===== src/rtl/ddn_arbiter.sv =====
// ddn_arbiter: round-robin packet arbiter with per-packet lock and
// credit-based flow control toward a downstream FIFO.
// Optional lock watchdog: define DDN_ARB_TIMEOUT_EN to force-release an
// owner that stops presenting beats mid-packet for TIMEOUT cycles.
module ddn_arbiter #(
   parameter int N_REQ      = 4,
   parameter int DATA_WIDTH = 32,
   parameter int CREDITS    = 8,
   parameter int TIMEOUT    = 16,
   localparam int IW        = $clog2(N_REQ),
   localparam int CW        = $clog2(CREDITS + 1)
) (
   input  logic                        clk,
   input  logic                        rst_n,
   input  logic [N_REQ-1:0]            req_valid,
   input  logic [N_REQ-1:0]            req_last,
   input  logic [N_REQ*DATA_WIDTH-1:0] req_data,
   output logic [N_REQ-1:0]            req_ready,
   output logic                        out_valid,
   output logic [DATA_WIDTH-1:0]       out_data,
   output logic                        out_last,
   output logic [IW-1:0]               out_src,
   input  logic                        credit_return,
   output logic [CW-1:0]               credits_avail,
   output logic                        cred_err,
   output logic                        lock_err
);

   typedef enum logic {ST_IDLE, ST_LOCKED} state_t;

   state_t                  state_q, state_d;
   logic [IW-1:0]           owner_q, owner_d;
   logic [IW-1:0]           rr_ptr_q, rr_ptr_d;
   logic [CW-1:0]           credits_q, credits_d;
   logic                    cred_err_q, cred_err_d;
   logic                    out_valid_q;
   logic [DATA_WIDTH-1:0]   out_data_q;
   logic                    out_last_q;
   logic [IW-1:0]           out_src_q;

   logic [DATA_WIDTH-1:0]   data_arr [N_REQ];
   logic                    pick_valid;
   logic [IW-1:0]           pick_idx;
   logic                    accept;
   logic                    tmo_fire;

   // Unpack payloads and build the one-hot ready vector for the owner.
   generate
      for (genvar gi = 0; gi < N_REQ; gi++) begin : g_req
         assign data_arr[gi]  = req_data[gi*DATA_WIDTH +: DATA_WIDTH];
         assign req_ready[gi] = (state_q == ST_LOCKED) && (owner_q == IW'(gi))
                                && (credits_q != '0);
      end
   endgenerate

   assign accept = req_valid[owner_q] && req_ready[owner_q];

   // Round-robin pick: first valid index at or after rr_ptr, wrapping.
   // Scanning offsets high-to-low lets the smallest offset win last.
   always_comb begin
      logic [IW-1:0] cand;
      cand       = '0;
      pick_valid = 1'b0;
      pick_idx   = rr_ptr_q;
      for (int k = N_REQ - 1; k >= 0; k--) begin
         cand = rr_ptr_q + IW'(k);
         if (req_valid[cand]) begin
            pick_valid = 1'b1;
            pick_idx   = cand;
         end
      end
   end

   // Lock FSM: arbitrate in IDLE, hold the owner until its last beat.
   always_comb begin
      state_d  = state_q;
      owner_d  = owner_q;
      rr_ptr_d = rr_ptr_q;
      case (state_q)
         ST_IDLE: begin
            if (pick_valid) begin
               state_d = ST_LOCKED;
               owner_d = pick_idx;
            end
         end
         ST_LOCKED: begin
            if ((accept && req_last[owner_q]) || tmo_fire) begin
               state_d  = ST_IDLE;
               rr_ptr_d = owner_q + 1'b1;
            end
         end
         default: state_d = ST_IDLE;
      endcase
   end

   // Credit counter: beats consume, returns refill; overflow is flagged and dropped.
   always_comb begin
      credits_d  = credits_q;
      cred_err_d = cred_err_q;
      case ({credit_return, accept})
         2'b10: begin
            if (credits_q == CW'(CREDITS)) cred_err_d = 1'b1;
            else                           credits_d  = credits_q + 1'b1;
         end
         2'b01:   credits_d = credits_q - 1'b1;
         default: credits_d = credits_q;
      endcase
   end

   // State, credit and output-beat registers.
   always_ff @(posedge clk or negedge rst_n) begin
      if (!rst_n) begin
         state_q     <= ST_IDLE;
         owner_q     <= '0;
         rr_ptr_q    <= '0;
         credits_q   <= CW'(CREDITS);
         cred_err_q  <= 1'b0;
         out_valid_q <= 1'b0;
         out_data_q  <= '0;
         out_last_q  <= 1'b0;
         out_src_q   <= '0;
      end else begin
         state_q     <= state_d;
         owner_q     <= owner_d;
         rr_ptr_q    <= rr_ptr_d;
         credits_q   <= credits_d;
         cred_err_q  <= cred_err_d;
         out_valid_q <= accept;
         if (accept) begin
            out_data_q <= data_arr[owner_q];
            out_last_q <= req_last[owner_q];
            out_src_q  <= owner_q;
         end
      end
   end

`ifdef DDN_ARB_TIMEOUT_EN
   localparam int TW = $clog2(TIMEOUT + 1);

   logic [TW-1:0] tmo_cnt_q, tmo_cnt_d;
   logic          lock_err_q;

   // Fires on the cycle that would bring the idle count to TIMEOUT.
   assign tmo_fire = (state_q == ST_LOCKED) && !req_valid[owner_q]
                     && (tmo_cnt_q == TW'(TIMEOUT - 1));

   // Idle counter: only cycles where the owner shows no beat count;
   // credit stalls with valid held high neither count nor clear.
   always_comb begin
      tmo_cnt_d = tmo_cnt_q;
      if ((state_q != ST_LOCKED) || accept || tmo_fire) tmo_cnt_d = '0;
      else if (!req_valid[owner_q])                      tmo_cnt_d = tmo_cnt_q + 1'b1;
   end

   // Watchdog counter and sticky forced-release flag.
   always_ff @(posedge clk or negedge rst_n) begin
      if (!rst_n) begin
         tmo_cnt_q  <= '0;
         lock_err_q <= 1'b0;
      end else begin
         tmo_cnt_q <= tmo_cnt_d;
         if (tmo_fire) lock_err_q <= 1'b1;
      end
   end

   assign lock_err = lock_err_q;
`else
   assign tmo_fire = 1'b0;
   // Watchdog absent: lock is never forced; constant 0 for every legal TIMEOUT.
   assign lock_err = (TIMEOUT < 0);
`endif

   assign out_valid     = out_valid_q;
   assign out_data      = out_data_q;
   assign out_last      = out_last_q;
   assign out_src       = out_src_q;
   assign credits_avail = credits_q;
   assign cred_err      = cred_err_q;

endmodule


===== config.mk =====
export PLATFORM = sky130hd
export DESIGN_NAME = ddn_arbiter
export DESIGN_NICKNAME = d
export VERILOG_FILES = /design/src/rtl/ddn_arbiter.sv
export SDC_FILE = /design/constraint.sdc
export NUM_CORES = 1
export LEC_CHECK = 0
export CAP_MARGIN = 25
export CORE_ASPECT_RATIO = 1.25
export CORE_MARGIN = 4
export CORE_UTILIZATION = 40
export DETAILED_ROUTE_END_ITERATION = 7
export MAX_ROUTING_LAYER = met4
export PLACE_DENSITY = 0.95
export SETUP_SLACK_MARGIN = 0.4
export SKIP_CTS_REPAIR_TIMING = 1
export SYNTH_ARGS = -nofsm -noshare
export SYNTH_HDL_FRONTEND = slang
export SYNTH_SLANG_ARGS = --single-unit

===== constraint.sdc =====
create_clock -name clk -period 6.6 [get_ports clk]
set_clock_uncertainty 0.1 [all_clocks]
set_input_delay 1.65 -clock clk [delete_from_list [all_inputs] [get_ports clk]]
set_output_delay 1.65 -clock clk [all_outputs]
set_load 0.01 [all_outputs]

==> impl_metrics.tcl, run 1 <==
set metrics [dict create \
    async_flop_share 1.000 \
    syn_area_sq_mm 0.002885 \
    areaGrowthSynthToFinish_pct 69.69 \
    avgSynthCellArea_sq_um 14.01 \
    clkPwrFrac 0.094 \
    dieHeight_microns 103.0 \
    synth_warnings 0 \
    worstSetupPathType "reg2out" \
    power.density_mw_per_mm2 383.5 \
    first_iter_violations 77 \
    place.gp.congestion 0.8989 \
    max_stage_delay_ns 0.74 \
    end_kind "primary output" \
    hold_class "reg2reg" \
    clk_pin_slew_ns 0.08 \
    antenna_found_initial 0 \
    worst_slack_ns 2.260 \
    routedWlPerCell_microns 19.31 \
    final_util 0.7018 \
    peakVddDrop_v 0.0001969 \
    initial_core_util 0.4136 \
    syn_inst 206 \
    place_hpwl_microns 7554 \
    critPathMaxFanout 24 \
    required_ns 4.85 \
    synth_nets 352 \
    clock_latency_ns 0.29 \
    drc 0 \
    fillers 496 \
    crit_slowest_cell "dfrtp_2" \
    final_hold_viol_count 0 \
    intPower_mw 1.211 \
    place_area_sq_mm 0.004757 \
    period_share 0.6575 \
    cap_violations 0 \
    core_area_sq_mm 0.006977 \
    vias 2578 \
    num_rows 34 \
    fin_cells 476 \
    cts_tree "built" \
    pre_cts_ws_ns 1.905 \
    antenna_left 0 \
    io_pins 185 \
    fmax_mhz 230.4 \
    htreeDepth 2 \
    p_comb_frac 0.595 \
    finalNetCount 531 \
    start_kind "flip-flop" \
    die_w_microns 83.97 \
    grt_usage 0.2141 \
    synth_enable_flop_cells 0 \
    cts_sinks 46 \
    synth-seq-cells 46 \
    crit_chain "buf_4, inv_1, ha_1, and2_1, clkdlybuf4s50_1" \
    routed_wl_microns 9191 \
    fin_area_sq_mm 0.004896 \
    switching_share 0.3551 \
    drt-pass1-iter-count 4 \
    grt_max_degree 47 \
    place_inst 466 \
    drv_slew 0 \
    diodes 0 \
    outcome "complete, no violations" \
    drive_gt1_frac 0.1969 \
    leakage_nw 1.914 \
    setup_violations 0 \
    grt_first_pass_wirelength_microns 13940 \
    worst_pin_slew_ns 0.8704 \
    die_area_sq_mm 0.008645 \
    max-slew-margin-rel 0.4198 \
    grt_remaining_overflow 0 \
    synth_ff_type "dfrtp_1" \
    root_buffer "clkbuf_8" \
    power_frac_seq 0.311 \
    cts_buffers 5 \
    arrival_ns 2.59 \
    rsz0062_at_grt "false" \
    synth_cell_types 40 \
    switchingPower_mw 0.6666 \
    portBuffers 183 \
    tns_ns 0 \
    fin_crit_ns 4.340 \
    yosysSeqAreaShare 0.3994 \
    vias_per_cell 5.416 \
    clock_path_buffers 2 \
    grt_pass1_vias 2921 \
]
-- metal layers --
layer  vias up  routed length [microns]  share of wire  track usage
li1       1150                        -              -            -
met1      1264                     3061           0.33       0.2216
met2       145                     5183           0.56       0.3999
met3        19                      725          0.079      0.05915
met4         0                      221          0.024      0.06064
met5         -                        0              0            -
-- metrics by stage --
stage                     hold slack [ns]  power (mW)
after floorplan                    0.4032       1.203
after global placement             0.3602       1.664
after detailed placement           0.3695       1.708
after CTS                          0.3843       1.888
after global routing               0.4161       2.007
final                              0.3838       1.877
-- cell usage in the layout, fill, tap and decap left out, drive strengths merged, types with 4 or more instances in the layout --
master         count
clkdlybuf4s50    182
dfrtp             45
mux4              34
mux2              34
inv               10
nand2              9
o21ai              8
nor2               7
clkbuf             7
a21oi              6
ha                 6
and2               5
buf                4
-- worst paths after layout --
path	from	to	slack, ns	depth (start not counted)
max	owner_q[0]	req_ready[2]	2.26	5
min	cred_err	cred_err	0.38	1
max reg2reg	owner_q[0]	credits_avail[3]	2.83	11
min reg2reg	cred_err	cred_err	0.38	1
max in group asynchronous	rst_n	owner_q[1]	4.61	2
min in group asynchronous	rst_n	out_src[1]	1.26	1
-- worst max-delay path: cells and delay by family (launching register included) --
kind          cells  cell delay, ns
fa+ha+maj         1            0.25
buf+inv           3            1.15
flops             1            0.74
simple gates      1            0.14
-- kinds of logic (layout without fill, tap and decap cells) --
kind of cell / count (synthesis) / in the layout / synth area share
AOI/OAI and AO/OA: 28 / 28 / 0.06418
xor gates and xnor gates: 2 / 2 / 0.006072
adders and majority gates: 7 / 7 / 0.03296
buffers and inverters: 24 / 204 / 0.04076
DFF: 46 / 46 / 0.3994
muxes: 70 / 70 / 0.4050
other: 1 / 1 / 0.001300
and+or+nand+nor: 28 / 28 / 0.05030
-- state kept, by name, indices dropped and copies added, names as in the netlist --
signal	flops
state_q	1
rr_ptr_q	2
out_src	2
cred_err	1
out_data	32
credits_avail	4
owner_q	2
out_last	1
out_valid	1
-- power by group through the flow --
stage          Combinational [mW]  Clock [mW]  Sequential, mW
3_5_place_dp                 1.12           0           0.592
2_1_floorplan               0.632           0           0.570
3_3_place_gp                 1.08           0           0.582
5_1_grt                      1.20       0.195           0.611
4_1_cts                      1.12       0.182           0.588
6_report                     1.12       0.177           0.584
-- area by class of cell --
cell class                      instances  area (sq um)  share of cell area
Inverter                               10         40.04            0.008178
Sequential cell                        46          1155              0.2359
Tap cell                               90         112.6             0.02300
Multi-Input combinational cell        136          1615              0.3299
Timing Repair Buffer                  186          1882              0.3844
Clock inverter                          1         5.005            0.001022
Clock buffer                            7         86.33             0.01763
-- cell usage after synthesis, types with 2 or more instances --
| cell | count | area share |
|---|---|---|
| o22ai_1 | 3 | 0.0065 |
| nor2b_1 | 2 | 0.0043 |
| clkbuf_1 | 4 | 0.0052 |
| xor2_1 | 2 | 0.0061 |
| dfrtp_1 | 45 | 0.39 |
| buf_2 | 4 | 0.0069 |
| mux2_1 | 12 | 0.047 |
| and2_1 | 4 | 0.0087 |
| a21oi_1 | 6 | 0.010 |
| ha_1 | 6 | 0.026 |
| mux4_2 | 34 | 0.27 |
| nand3_1 | 2 | 0.0035 |
| inv_1 | 8 | 0.010 |
| mux2i_1 | 2 | 0.0069 |
| mux2_2 | 22 | 0.086 |
| nor2_1 | 6 | 0.0078 |
| nand2_1 | 9 | 0.012 |
| a21o_1 | 2 | 0.0052 |
| buf_4 | 5 | 0.013 |
| o21ai_0 | 8 | 0.014 |
Note: power is estimated with default switching activity, not from simulation.
==> inputs of run 2 (changes only) <==
CORE_UTILIZATION = 37   (was 40)
PLACE_DENSITY = 0.9   (was 0.95)
clock period = 4.29 ns   (was 6.6 ns; I/O delays follow)
==> impl_metrics.tcl, run 2 (synthesis results as in run 1) <==
set metrics [dict create \
    worstSetupPathType "in2reg" \
    first_iter_violations 85 \
    cp_top_family "multiplexers" \
    design_power_total_mw 2.933 \
    vias 2573 \
    clk_pin_slew_ns 0.09 \
    cap_violations 0 \
    arrival_ns 3.78 \
    grt_usage 0.2054 \
    routed_wl_microns 9311 \
    largest_register_ffs 32 \
    antenna_left 0 \
    grt_max_degree 47 \
    max-slew-margin-rel 0.5889 \
    fin_crit_ns 3.657 \
    root_buffer "clkbuf_8" \
    busiest_layer "met2" \
    portBuffers 183 \
    use_met2 0.3670 \
    leakage_nw 1.934 \
    io_pins 185 \
    layout_commonest_cell "clkdlybuf4s50_1" \
    tns_ns 0 \
    peakVddDrop_v 0.0003109 \
    end_kind "flip-flop" \
    setup_violations 0 \
    critical_path_buf_inv_count 2 \
    regArea_sq_mm 0.001154 \
    num_rows 35 \
    met3_usage 0.05688 \
    initial_core_util 0.3853 \
    hold_class "reg2reg" \
    critical_path_depth 10 \
    grt_first_pass_wirelength_microns 14140 \
    die_w_microns 86.99 \
    worst_pin_slew_ns 0.6167 \
    die_area_sq_mm 0.009284 \
    drive_gt1_frac 0.2031 \
    antenna_found_initial 0 \
    place.gp.congestion 0.8218 \
    final_cell_mix "clkdlybuf4s50_1, dfrtp_1, mux4_2, mux2_2, mux2_1" \
    r2r_cells 11 \
    drv_slew 0 \
    fmax_mhz 273.5 \
    cts_tree "built" \
    crit_slowest_cell "clkdlybuf4s50_1" \
    areaGrowthSynthToFinish_pct 70.43 \
    grt_remaining_overflow 0 \
    cts_sinks 46 \
    worstHoldPathCells 1 \
    cts_buffers 5 \
    clock_latency_ns 0.29 \
    routedWlPerCell_microns 19.36 \
    rsz0062_at_grt "false" \
    fillers 549 \
    diodes 0 \
    grt_util_met1 0.2208 \
    finalNetCount 534 \
    place_hpwl_microns 7836 \
    crit_top_cell "nand2_1" \
    drc 0 \
    crit_chain "clkdlybuf4s50_1, nand2_1, mux4_2, or3_4, inv_2, ha_1, a21oi_1, nand2_1, mux2_2, a22oi_2" \
    period_share 0.8523 \
    drt-pass1-iter-count 4 \
    core_area_sq_mm 0.007488 \
    dieHeight_microns 106.7 \
    outcome "complete, no violations" \
    vias_per_cell 5.349 \
    required_ns 4.42 \
    critPathMaxFanout 8 \
    htreeDepth 2 \
    clock_path_buffers 2 \
    power.density_mw_per_mm2 596.4 \
    start_kind "primary input" \
    grt_pass1_vias 2900 \
    final_hold_viol_count 0 \
    multi_input_area_sq_mm 0.001615 \
    max_stage_delay_ns 0.61 \
]
[run 2: cell count changes in the layout (fill, tap and decap cells not counted)]
cell       delta
buf_4         +4
buf_16        -1
bufinv_16     +1
clkbuf_1      -1
clkbuf_8      -1
clkinv_2      +1
dfrtp_1       +1
dfrtp_2       -1
[run 2: metrics by stage]
step	instance area [sq um]	util	cells	hold slack, ns	setup WS, ns
after detailed placement	4788	0.6394	472	0.3642	0.3460
after floorplan	2885	-	206	0.4032	0.9828
after CTS	4897	0.6540	480	0.3820	0.6613
final	4917	0.6566	481	0.3779	0.6334
after global placement	4788	0.6394	472	0.3594	0.4627
after global routing	4917	0.6566	481	0.4098	0.4694
[run 2: where the power goes]
group / internal, mW / switching, mW / total (mW)
registers: 0.660 / 0.184 / 0.845
logic: 1.07 / 0.702 / 1.77
clock network: 0.172 / 0.145 / 0.316
total: 1.90 / 1.03 / 2.93
[run 2: worst paths after layout]
path                                   start          endpoint  slack, ns
max in group asynchronous              rst_n       rr_ptr_q[1]       3.14
worst min-delay path                cred_err          cred_err       0.38
worst max register to register    owner_q[0]  credits_avail[3]       0.93
worst min register to register      cred_err          cred_err       0.38
worst max-delay path            req_valid[3]  credits_avail[3]       0.63
min in group asynchronous              rst_n  credits_avail[2]       0.49
[run 2: final cells by class]
type | instances | area share
clock inverters | 3 | 0.008142
repair buffers | 189 | 0.3832
flip-flops and latches | 46 | 0.2346
inverters | 10 | 0.008142
clock buffers | 5 | 0.01399
well taps | 92 | 0.02341
multi-input cells | 136 | 0.3285
[run 2: metal layers]
metal | wire length (microns) | vias up
met5 | 0 | -
met4 | 165 | 0
met3 | 761 | 14
met2 | 5128 | 142
met1 | 3256 | 1264
li1 | - | 1153
==> inputs of run 3 (changes only) <==
clock period = 3.5 ns   (was 4.29 ns; I/O delays follow)
==> impl_metrics.tcl, run 3 (synthesis results as in run 1) <==
set metrics [dict create \
    htreeDepth 2 \
    worstSetupPathType "in2reg" \
    die_area_sq_mm 0.009284 \
    cap_violations 0 \
    r2r_cells 11 \
    pre_cts_ws_ns 0.02525 \
    fin_crit_ns 3.101 \
    holdWs_ns 0.3184 \
    p_comb_frac 0.628 \
    clkPwrFrac 0.093 \
    num_rows 35 \
    required_ns 3.62 \
    crit_path_start "req_valid[2]" \
    leakage_nw 1.972 \
    outcome "complete, no violations" \
    core_area_sq_mm 0.007488 \
    vias 2602 \
    finalNetCount 544 \
    largest_register_ffs 32 \
    intPower_mw 2.325 \
    start_kind "primary input" \
    drv_slew 0 \
    final_cell_mix "clkdlybuf4s50_1, dfrtp_1, mux4_2, mux2_2, buf_4" \
    clk_pin_slew_ns 0.08 \
    peakVddDrop_v 0.0004128 \
    root_buffer "clkbuf_8" \
    worst_slack_ns 0.3994 \
    antenna_found_initial 1 \
    fillers 569 \
    antenna_left 0 \
    crit_chain "clkdlybuf4s50_1, nand2_1, mux4_2, or3_4, inv_4, ha_4, a21oi_2, nand2_1, mux2_2, a22oi_2" \
    fmax_mhz 322.5 \
    power_frac_seq 0.280 \
    clock_path_buffers 2 \
    grt_pass1_vias 2960 \
    setup_violations 0 \
    max_stage_delay_ns 0.48 \
    routed_wl_microns 9367 \
    first_iter_violations 82 \
    place.gp.congestion 0.7584 \
    cts_buffers 5 \
    io_pins 185 \
    final_hold_viol_count 0 \
    crit_slowest_cell "clkdlybuf4s50_1" \
    die_w_microns 86.99 \
    initial_core_util 0.3853 \
    design_power_total_mw 3.590 \
    grt_max_degree 47 \
    cts_tree "built" \
    drt-pass1-iter-count 4 \
    switchingPower_mw 1.265 \
    portBuffers 183 \
    dieHeight_microns 106.7 \
    grt_first_pass_wirelength_microns 14280 \
    areaGrowthSynthToFinish_pct 73.33 \
    grt_remaining_overflow 0 \
    rr_startpoint "owner_q[1]" \
    hold_class "in2async" \
    switching_share 0.3524 \
    critPathMaxFanout 3 \
    layout_commonest_cell "clkdlybuf4s50_1" \
    end_kind "flip-flop" \
    power.density_mw_per_mm2 717.9 \
    routedWlPerCell_microns 19.04 \
    cts_sinks 46 \
    period_share 0.8859 \
    rsz0062_at_grt "true" \
    place_hpwl_microns 7912 \
    arrival_ns 3.22 \
    tns_ns 0 \
    crit_top_cell "nand2_1" \
    final_util 0.6678 \
    grt_usage 0.2066 \
    vias_per_cell 5.289 \
    drc 0 \
    drive_gt1_frac 0.2281 \
    clock_latency_ns 0.30 \
]
-- run 3: cell types whose count changed in the layout (fill, tap and decap cells not counted), sizes merged --
cell    before  now
clkbuf       5    7
diode        0    1
clkinv       2    1
buf          7   17
bufinv       1    0
-- run 3: final cells by class --
type                       instances  area, sq um  share of cell area
tap                               92        115.1             0.02302
antenna                            1        2.502           0.0005004
sequential                        46         1154              0.2307
timing repair buffer             199         1959              0.3918
clock inverter                     1        5.005            0.001001
clock buffer                       7        86.33             0.01726
multi-input combinational        136         1637              0.3272
inverter                          10        42.54            0.008506
-- run 3: final timing paths --
| kind | to | slack, ns |
|---|---|---|
| setup / recovery | credits_avail[3] | 0.40 |
| hold / removal | credits_avail[0] | 0.32 |
| setup reg to reg | credits_avail[3] | 0.48 |
| hold reg to reg | cred_err | 0.39 |
| max in group asynchronous | rr_ptr_q[1] | 2.52 |
| min in group clk | cred_err | 0.39 |
-- run 3: critical path, delay by kind of cell --
family	cells	cell delay, ns
AOI/OAI and AO/OA	2	0.30
adders and majority gates	1	0.20
buffers and inverters	2	0.56
muxes	2	0.75
and+or+nand+nor	3	0.52
-- run 3: power groups by stage --
stage,Combinational [mW],Clock (mW),Sequential (mW)
4_1_cts,2.28,0.347,0.999
2_1_floorplan,1.19,0,1.08
3_5_place_dp,2.27,0,1.01
3_3_place_gp,2.20,0,0.987
6_report,2.25,0.333,1.00
5_1_grt,2.44,0.367,1.04
-- run 3: through the flow --
stage                     instances  area [sq um]
after CTS                       490          4955
final                           492          5001
after detailed placement        482          4863
after floorplan                 206          2894
after global placement          482          4863
after global routing            492          5001
-- run 3: routing by layer --
layer / GRT usage / wire [microns]
met2: 0.3914 / 5375
met4: 0.04232 / 80
met5: - / 0
met1: 0.2062 / 3143
met3: 0.05919 / 767
